===== src/rtl/fetch_pkg.sv =====
// Shared types and helpers for the instruction fetch unit.
// Holds the fetch buffer entry layout and the fetch address legality check.
package fetch_pkg;

  localparam int INSTR_W = 32;
  localparam int PC_W    = 32;

  localparam logic [INSTR_W-1:0] NOP = 32'h0000_0013;

  typedef struct packed {
    logic [PC_W-1:0]    pc;
    logic [INSTR_W-1:0] instr;
  } fetch_entry_t;

  // A fetch address is bad when it is not word aligned or its word
  // index lies outside the memory. Checking the full index (not a
  // truncated one) stops a wrapped PC from aliasing back into memory.
  function automatic logic pc_bad(
    input logic [PC_W-1:0] pc,
    input int unsigned     words
  );
    logic [PC_W-1:0] idx;
    idx = {2'b00, pc[PC_W-1:2]};
    return (pc[1:0] != 2'b00) || (idx >= PC_W'(words));
  endfunction

endpackage


===== src/rtl/fetch_fifo.sv =====
// Synchronous fetch buffer of {pc,instr} entries with flush.
// Ports: clk, reset, flush, push/wdata, pop, head, full, empty.
module fetch_fifo
  import fetch_pkg::*;
#(
  parameter int DEPTH = 2
) (
  input  logic         clk,
  input  logic         reset,
  input  logic         flush,
  input  logic         push,
  input  fetch_entry_t wdata,
  input  logic         pop,
  output fetch_entry_t head,
  output logic         full,
  output logic         empty
);

  localparam int AW = $clog2(DEPTH);
  localparam logic [AW:0] ONE = {{AW{1'b0}}, 1'b1};

  // Pointers carry one extra wrap bit; full and empty differ only
  // in whether that bit matches.
  logic [AW:0] wptr;
  logic [AW:0] rptr;

  fetch_entry_t mem [DEPTH];

  logic do_push;
  logic do_pop;

  assign empty = (wptr == rptr);
  assign full  = (wptr[AW] != rptr[AW]) &&
                 (wptr[AW-1:0] == rptr[AW-1:0]);

  // A pop frees the slot in the same cycle, so a full buffer may
  // still accept a push alongside it.
  assign do_pop  = pop && !flush && !empty;
  assign do_push = push && !flush && (!full || do_pop);

  always_ff @(posedge clk or posedge reset) begin
    if (reset) begin
      wptr <= '0;
      rptr <= '0;
    end else if (flush) begin
      wptr <= '0;
      rptr <= '0;
    end else begin
      if (do_push) wptr <= wptr + ONE;
      if (do_pop)  rptr <= rptr + ONE;
    end
  end

  always_ff @(posedge clk) begin
    if (do_push) mem[wptr[AW-1:0]] <= wdata;
  end

  // Storage is not reset; masking the head keeps outputs at zero
  // whenever nothing valid is presented.
  assign head = empty ? '0 : mem[rptr[AW-1:0]];

endmodule


===== src/rtl/instr_fetch_ctrl.sv =====
// Fetch controller: owns the fetch PC, addresses the combinational
// instruction memory and buffers {pc,instr} pairs towards decode.
// Ports: clk, reset, imem_pc/imem_instr (memory), redirect_valid/
// redirect_pc (branch target), id_valid/id_ready/id_pc/id_instr
// (decode handshake), fetch_fault (sticky bad-address halt).
module instr_fetch_ctrl
  import fetch_pkg::*;
#(
  parameter logic [PC_W-1:0] RESET_PC   = 32'h0000_0000,
  parameter int unsigned     IMEM_WORDS = 32,
  parameter int              FIFO_DEPTH = 2
) (
  input  logic               clk,
  input  logic               reset,
  output logic [PC_W-1:0]    imem_pc,
  input  logic [INSTR_W-1:0] imem_instr,
  input  logic               redirect_valid,
  input  logic [PC_W-1:0]    redirect_pc,
  output logic               id_valid,
  input  logic               id_ready,
  output logic [PC_W-1:0]    id_pc,
  output logic [INSTR_W-1:0] id_instr,
  output logic               fetch_fault
);

  logic [PC_W-1:0] fetch_pc;
  logic            fault;
  logic            full;
  logic            empty;
  logic            pop;
  logic            fetch_en;
  logic            bad;
  logic            push;
  fetch_entry_t    wdata;
  fetch_entry_t    head;

  assign imem_pc  = fetch_pc;
  assign id_valid = !empty;

  // A redirect squashes the slot decode is looking at, so a
  // concurrent handshake must not count as a transfer.
  assign pop = id_valid && id_ready && !redirect_valid;

  assign fetch_en = !fault && !redirect_valid &&
                    (!full || pop);

  assign bad  = pc_bad(fetch_pc, IMEM_WORDS);
  assign push = fetch_en && !bad;

  assign wdata = '{pc: fetch_pc, instr: imem_instr};

  always_ff @(posedge clk or posedge reset) begin
    if (reset) begin
      fetch_pc <= RESET_PC;
    end else if (redirect_valid) begin
      fetch_pc <= redirect_pc;
    end else if (push) begin
      fetch_pc <= fetch_pc + 32'd4;
    end
  end

  // Sticky until a redirect gives fetch a fresh target.
  always_ff @(posedge clk or posedge reset) begin
    if (reset) begin
      fault <= 1'b0;
    end else if (redirect_valid) begin
      fault <= 1'b0;
    end else if (fetch_en && bad) begin
      fault <= 1'b1;
    end
  end

  fetch_fifo #(
    .DEPTH (FIFO_DEPTH)
  ) u_fifo (
    .clk   (clk),
    .reset (reset),
    .flush (redirect_valid),
    .push  (push),
    .wdata (wdata),
    .pop   (pop),
    .head  (head),
    .full  (full),
    .empty (empty)
  );

  assign id_pc       = head.pc;
  assign id_instr    = head.instr;
  assign fetch_fault = fault;

endmodule


===== config.mk =====
export PLATFORM = sky130hd
export DESIGN_NAME = instr_fetch_ctrl
export DESIGN_NICKNAME = d
export VERILOG_FILES = /design/src/rtl/fetch_pkg.sv /design/src/rtl/fetch_fifo.sv /design/src/rtl/instr_fetch_ctrl.sv
export SDC_FILE = /design/constraint.sdc
export NUM_CORES = 1
export LEC_CHECK = 0
export CAP_MARGIN = 0
export CORE_ASPECT_RATIO = 1.1
export CORE_UTILIZATION = 45
export DETAILED_ROUTE_END_ITERATION = 7
export PLACE_DENSITY = 0.83
export SETUP_SLACK_MARGIN = 0.05
export SLEW_MARGIN = 20
export SYNTH_ARGS = -nofsm -noshare
export SYNTH_HDL_FRONTEND = slang
export SYNTH_SLANG_ARGS = --single-unit

===== constraint.sdc =====
create_clock -name clk -period 9.07 [get_ports clk]
set_clock_uncertainty 0.1 [all_clocks]
set_input_delay 1.814 -clock clk [delete_from_list [all_inputs] [get_ports clk]]
set_output_delay 1.814 -clock clk [all_outputs]
set_load 0.03 [all_outputs]

==> results of run 1 <==
## cell usage in the layout, fill, tap and decap left out, drive strengths merged, types with 3 or more instances in the layout
cell / instances
mux2i: 64
a31oi: 4
clkinv: 7
nor3: 4
nand4: 3
dfrtp: 37
or4: 3
buf: 7
inv: 12
mux2: 27
clkdlybuf4s50: 164
xor2: 4
nor2: 73
nand3: 3
nand2: 3
nor4: 8
clkbuf: 18
o31ai: 5
edfxtp: 128
## area by class of cell
| cell class | count | area (µm²) | area share |
|---|---|---|---|
| clock buffers | 18 | 429 | 0.0480 |
| inverters | 7 | 26.3 | 0.00294 |
| multi-input cells | 222 | 1650 | 0.184 |
| repair buffers | 171 | 1690 | 0.189 |
| clock inverters | 14 | 141 | 0.0158 |
| flip-flops and latches | 165 | 4770 | 0.534 |
| well taps | 188 | 235 | 0.0263 |
## stage by stage
step | utilization | total power (W) | hold slack (ns) | instances
6_report | 0.640 | 0.00167 | 0.434 | 785
5_1_grt | 0.640 | 0.00173 | 0.443 | 785
4_1_cts | 0.640 | 0.00169 | 0.433 | 785
3_5_place_dp | 0.600 | 0.00100 | 0.410 | 753
3_3_place_gp | 0.600 | 0.000999 | 0.409 | 753
2_1_floorplan | - | 0.000926 | 0.424 | 415
## where the power goes
group | internal (W) | switching (W)
sequential | 0.000834 | 0.0000226
combinational | 0.0000679 | 0.0000637
clock | 0.000386 | 0.000296
## worst max path at each step
stage | from | to | slack (ns) | depth (start not counted)
global placement | u_fifo.rptr[0]$_DFFE_PP0P_ | id_pc[8] | 4.43 | 5
global route | u_fifo.rptr[0]$_DFFE_PP0P_ | id_pc[8] | 3.78 | 5
detailed placement | u_fifo.rptr[0]$_DFFE_PP0P_ | id_pc[8] | 4.37 | 5
finish | u_fifo.rptr[0]$_DFFE_PP0P_ | id_pc[8] | 4.01 | 5
floorplan | redirect_valid | u_fifo.mem[0][0]$_DFFE_PP_ | 1.70 | 4
CTS | u_fifo.rptr[0]$_DFFE_PP0P_ | id_pc[8] | 3.92 | 5
## cells by family (layout without fill, tap and decap cells)
logic type               after synthesis  in the layout  share of synthesized area
XOR/XNOR                               5              5                    0.00673
adder cells (fa/ha/maj)                2              2                    0.00385
AO/OA/AOI/OAI                         20             20                     0.0231
flip-flops                           165            165                      0.733
AND/OR/NAND/NOR                      104            104                     0.0714
multiplexers                          91             91                      0.145
buffers and inverters                 28            210                     0.0165
## worst reg2reg max path, delay by kind of cell (launching register included)
kind / cells / cell delay (ns)
flip-flops: 1 / 0.76
buffers and inverters: 1 / 0.68
AND/OR/NAND/NOR: 2 / 0.38
AO/OA/AOI/OAI: 1 / 0.37
XOR/XNOR: 1 / 0.28
## metal layers
metal	wire (µm)	track usage	vias up	part of all wire
met4	173	0.0685	0	0.013
met1	5420	0.215	1951	0.40
met2	7110	0.328	148	0.52
met3	960	0.0605	15	0.070
met5	0	0	-	0
li1	-	-	1899	-
## state kept, by name (all words and copies together) (netlist names)
register,count
u_fifo.wptr,2
u_fifo.mem,128
fetch_fault,1
u_fifo.rptr,2
imem_pc,32
==> metrics.md, run 1 <==
| Metric | Value |
|---|---|
| Unique masters post-synth | 37 |
| Worst Path Max Fanout | 41 |
| Max Root-Sink Buffers | 2 |
| Die Height | 128 µm |
| Root Buffer Master | clkbuf_16 |
| Share of cells above drive strength 1 | 0.119 |
| Max-slew violations | 0 |
| First-pass GRT wire length | 21000 µm |
| Total of max-cap violations | 0 |
| Worst reg2reg setup slack | 6.04 ns |
| Hold path start | imem_pc[10]$_DFFE_PP0P_ |
| Post-synthesis instance total | 415 |
| Crit-path slowest cell | dfrtp_4 |
| Cell area after synthesis | 6500 µm² |
| Ys Warns | 0 |
| Setup ws final | 4.01 ns |
| Placement Setup Slack | 4.37 ns |
| Final nets | 654 |
| Syn avg cell area | 15.7 µm² |
| Worst path top cell family by delay | buffers and inverters |
| Yosys reg bits | 165 |
| Final Hold Fails | 0 |
| Status | complete, no violations |
| Reg-to-Reg End | u_fifo.mem[1][0]$_DFFE_PP_ |
| GRT Total Usage | 0.188 |
| TritonCTS Buffers | 17 |
| Worst reg2reg startpoint | u_fifo.rptr[0]$_DFFE_PP0P_ |
| Crit end category | output port |
| Final ANT Viol Nets | 0 |
| # DRC | 0 |
| Top cell type's share of synthesized area | 0.591 |
| Setup TNS | 0 ns |
| Initial antenna violation count | 0 |
| N_diodes | 0 |
| CP required | 7.16 ns |
| Skew-Pair Late Insertion Delay | 0.41 ns |
| Fillers | 1025 |
| Crit Path Class | flip-flop to output port |
| PostCTS Resize Cnt | 0 |
| Sequential area share after synthesis | 0.733 |
| Largest net degree at the start of global routing | 65 |
| Hold Buf Count CTS | 0 |
| Most frequent cell after synthesis | edfxtp_1 |
| H-tree levels | 4 |
| Number of global-route vias before repair | 4141 |
| Setup Fix Bufs, Post-CTS | 0 |
| Worst Path Arrival | 3.15 ns |
| Period Utilization, post-route | 0.558 |
| FMAX | 0.198 GHz |
| Hold EP | u_fifo.mem[0][42]$_DFFE_PP_ |
| WHS Path Cells | 0 |
| Clock-pin slew on the worst setup and hold paths | 0.07 ns |
| Full die area | 14900 µm² |
| Relative slew slack | 0.412 |
| Largest area contributor in the synthesized netlist | edfxtp_1 |
| Hold Path Class | flip-flop to flip-flop |
| Core area | 14000 µm² |
| Ys flop type | edfxtp_1 |
| Final setup fails | 0 |
| Tmin final | 5.06 ns |
| Area Growth Syn to Fin | 37.5% |
| Slew at the pin closest to its max-slew limit | 0.883 ns |
| Lkg Pwr | 2.98 nW |
| Crit-path cells | xor2_1 -> nor2_4 -> buf_4 -> nor2_1 -> clkdlybuf4s50_1 |
| Asr flop ratio synth | 0.224 |
| RD Place Congestion | 0.819 |
| Synthesized Nets | 485 |
| Overflow after GRT | 0 |
| Final WL | 13700 µm |
| R2r worst-path depth | 5 |
| Routed vias/inst | 5.11 |
| 1st-pass router iterations | 5 |
| CTS sink cnt | 165 |
| Iter 0 DRT Violations | 209 |
| # IOs | 166 |
| CP Buf/Inv Count | 2 |
| Most instantiated cells after synthesis | edfxtp_1 (128), nor2_1 (73), mux2i_1 (64), dfrtp_1 (37), mux2_2 (27) |
| FP Rows | 45 |
| Power density over the cells | 187 nW/µm² |
| HPWL Detailed | 8990 µm |
| Total number of vias | 4013 |
| Peak VDD IR | 0.102 mV |
| CP Launch Type | flip-flop |
| Synth area leaders | edfxtp_1 (59%), dfrtp_1 (14%), mux2i_1 (9.8%), mux2_2 (4.7%), nor2_1 (4.2%) |
| Number of port buffers | 165 |
| Starting density of the core | 0.466 |
| Post-synth EDFFs | 128 |
| TritonCTS clock tree | yes |
| Final instance area | 8940 µm² |
| Area post-placement | 8370 µm² |
| Die W | 117 µm |
| Unrepaired setup endpoints after global routing | no |
| Peak per-stage delay on the critical path | 0.76 ns |
| Avg WL per Cell | 17.4 µm |
(Power assumes the default switching activity.)
==> inputs of run 2 (changes only) <==
==> constraint.sdc (replaced) <==
create_clock -name clk -period 5 [get_ports clk]
set_clock_uncertainty 0.1 [all_clocks]
set_input_delay 1 -clock clk [delete_from_list [all_inputs] [get_ports clk]]
set_output_delay 1 -clock clk [all_outputs]
set_load 0.03 [all_outputs]
==> metrics.md, run 2 (synthesized netlist as in run 1, its figures left out) <==
| Metric | Value |
|---|---|
| Status | complete, no violations |
| H-tree levels | 4 (unchanged) |
| Number of global-route vias before repair | 4170 (+0.70%) |
| Starting density of the core | 0.466 (unchanged) |
| Power density over the cells | 340 nW/µm² (+82%) |
| Reg-to-Reg End | u_fifo.mem[1][15]$_DFFE_PP_ |
| Overflow after GRT | 0 (unchanged) |
| Peak per-stage delay on the critical path | 0.69 ns (-0.07 ns) |
| Clock-pin slew on the worst setup and hold paths | 0.06 ns (about the same) |
| R2r worst-path depth | 6 (+1) |
| Largest net degree at the start of global routing | 42 (-35%) |
| Crit-path cells | xor2_1 -> nor2_4 -> buf_4 -> nor2_1 -> clkdlybuf4s50_1 |
| Worst path top cell family by delay | buffers and inverters |
| Final ANT Viol Nets | 0 (unchanged) |
| Max Root-Sink Buffers | 2 (unchanged) |
| Hold EP | u_fifo.mem[1][47]$_DFFE_PP_ |
| TritonCTS clock tree | yes |
| Peak VDD IR | 0.216 mV (+110%) |
| GRT Total Usage | 0.192 (+0.00363) |
| Number of port buffers | 165 (unchanged) |
| Final Hold Fails | 0 (unchanged) |
| Die Height | 128 µm (unchanged) |
| Iter 0 DRT Violations | 216 (+3.3%) |
| Hold path start | imem_pc[15]$_DFFE_PP0P_ |
| Period Utilization, post-route | 0.812 |
| Hold Buf Count CTS | 0 (unchanged) |
| Worst reg2reg setup slack | 2.11 ns (-3.93 ns) |
| CP Buf/Inv Count | 2 (unchanged) |
| Worst Path Max Fanout | 41 (unchanged) |
| Routed vias/inst | 5.12 (+0.19%) |
| Post-placement cell count | 755 (+0.27%) |
| Max FFs per register | 128 (unchanged) |
| Crit end category | output port |
| Finished Layout Cells | 787 (+0.25%) |
| Worst Path Arrival | 2.96 ns (-0.19 ns) |
| 1st-pass router iterations | 4 (-1) |
| # IOs | 166 (unchanged) |
| Total number of vias | 4031 (+0.45%) |
| First-pass GRT wire length | 21200 µm (+1.4%) |
| Setup Fix Bufs, Post-CTS | 0 (unchanged) |
| WHS Path Cells | 0 (unchanged) |
| Relative slew slack | 0.379 (-0.0325) |
| Skew-Pair Late Insertion Delay | 0.41 ns (about the same) |
| Root Buffer Master | clkbuf_16 |
| FP Rows | 45 (unchanged) |
| # DRC | 0 (unchanged) |
| HPWL Detailed | 9470 µm (+5.4%) |
| Hold Path Class | flip-flop to flip-flop |
| Final nets | 656 (+0.31%) |
| Share of cells above drive strength 1 | 0.115 (-0.00374) |
| Core area | 14000 µm² (unchanged) |
| Die W | 117 µm (unchanged) |
| CP Launch Type | flip-flop |
| PostCTS Resize Cnt | 0 (unchanged) |
| Unrepaired setup endpoints after global routing | no |
| Crit-path slowest cell | clkdlybuf4s50_1 |
| Tot Pwr | 0.00304 W (+82%) |
| RD Place Congestion | 0.889 (+8.5%) |
| FMAX | 0.246 GHz |
| Total of max-cap violations | 0 (unchanged) |
| Max-slew violations | 0 (unchanged) |
| Avg WL per Cell | 17.8 µm (+2.4%) |
| Final setup fails | 0 (unchanged) |
| Worst reg2reg startpoint | u_fifo.rptr[0]$_DFFE_PP0P_ |
| CTS sink cnt | 165 (unchanged) |
| Lkg Pwr | 2.98 nW (-0.16%) |
| Initial antenna violation count | 0 (unchanged) |
| Final WL | 14000 µm (+2.6%) |
| CP required | 3.90 ns (-3.26 ns) |
| Crit Path Class | flip-flop to output port |
| Full die area | 14900 µm² (unchanged) |
| N_diodes | 0 (unchanged) |
| Most common cell after layout, fill and taps aside | clkdlybuf4s50_1 |
| Hold WS | 0.427 ns (-0.00698 ns) |
| TritonCTS Buffers | 17 (unchanged) |
| Slew at the pin closest to its max-slew limit | 0.931 ns (+0.0487 ns) |
| Tmin final | 4.06 ns |
| Most frequent cells in the layout | clkdlybuf4s50_1 (164), edfxtp_1 (128), nor2_1 (72) |
| Area Growth Syn to Fin | 37.6% |
-- run 2: cell count changes in the layout (fill, tap and decap cells not counted) --
cell / delta
clkinv_4: -4
clkbuf_1: +1
bufinv_16: +1
inv_8: -1
clkinvlp_4: +3
clkinv_1: +3
buf_4: +2
inv_6: -3
-- run 2: stage by stage --
| stage | utilization | instance area [µm²] | setup TNS, ns | worst slack [ns] |
|---|---|---|---|---|
| 2_1_floorplan | - | 6500 | -199.40 | -1.56 |
| 3_3_place_gp | 0.601 | 8390 | 0 | 1.44 |
| 3_5_place_dp | 0.601 | 8390 | 0 | 1.38 |
| 4_1_cts | 0.641 | 8950 | 0 | 0.917 |
| 5_1_grt | 0.641 | 8950 | 0 | 0.773 |
| 6_report | 0.641 | 8950 | 0 | 0.938 |
-- run 2: layout make-up --
type,count,area [µm²]
sequential,165,4770
tap,188,235
fill,1032,5010
clock inverter,13,133
timing repair buffer,173,1710
multi-input combinational,222,1650
clock buffer,19,433
inverter,7,26.3
-- run 2: worst register-to-register path: stages, from the launching register on --
cell and delay [ns]:
dfrtp_4 0.41, buf_4 0.43, xnor2_1 0.27, a31oi_1 0.39
nand3_1 0.23, nor3_2 0.18, buf_4 0.49
-- run 2: worst max path at each step --
| stage | end | slack [ns] | cells past startpoint | from |
|---|---|---|---|---|
| 6_report | id_pc[4] | 0.94 | 5 | u_fifo.rptr[1]$_DFFE_PP0P_ |
| 5_1_grt | id_pc[4] | 0.77 | 5 | u_fifo.rptr[1]$_DFFE_PP0P_ |
| 4_1_cts | id_pc[4] | 0.92 | 5 | u_fifo.rptr[1]$_DFFE_PP0P_ |
| 3_5_place_dp | id_pc[3] | 1.38 | 5 | u_fifo.rptr[0]$_DFFE_PP0P_ |
| 3_3_place_gp | id_pc[4] | 1.44 | 5 | u_fifo.rptr[0]$_DFFE_PP0P_ |
| 2_1_floorplan | u_fifo.mem[0][0]$_DFFE_PP_ | -1.56 | 4 | redirect_valid |
-- run 2: layer usage --
layer | routed length (µm) | vias to the layer above | track usage
li1 | - | 1889 | -
met5 | 0 | - | 0
met2 | 7360 | 156 | 0.335
met4 | 171 | 0 | 0.0715
met1 | 5540 | 1969 | 0.226
met3 | 955 | 17 | 0.0501
-- run 2: where the power goes --
part / internal [W] / switching (W) / leakage [nW]
logic: 0.000123 / 0.000117 / 1.13
clock network: 0.000733 / 0.000513 / 0.263
registers: 0.00151 / 0.0000419 / 1.59
total: 0.00237 / 0.000671 / 2.98
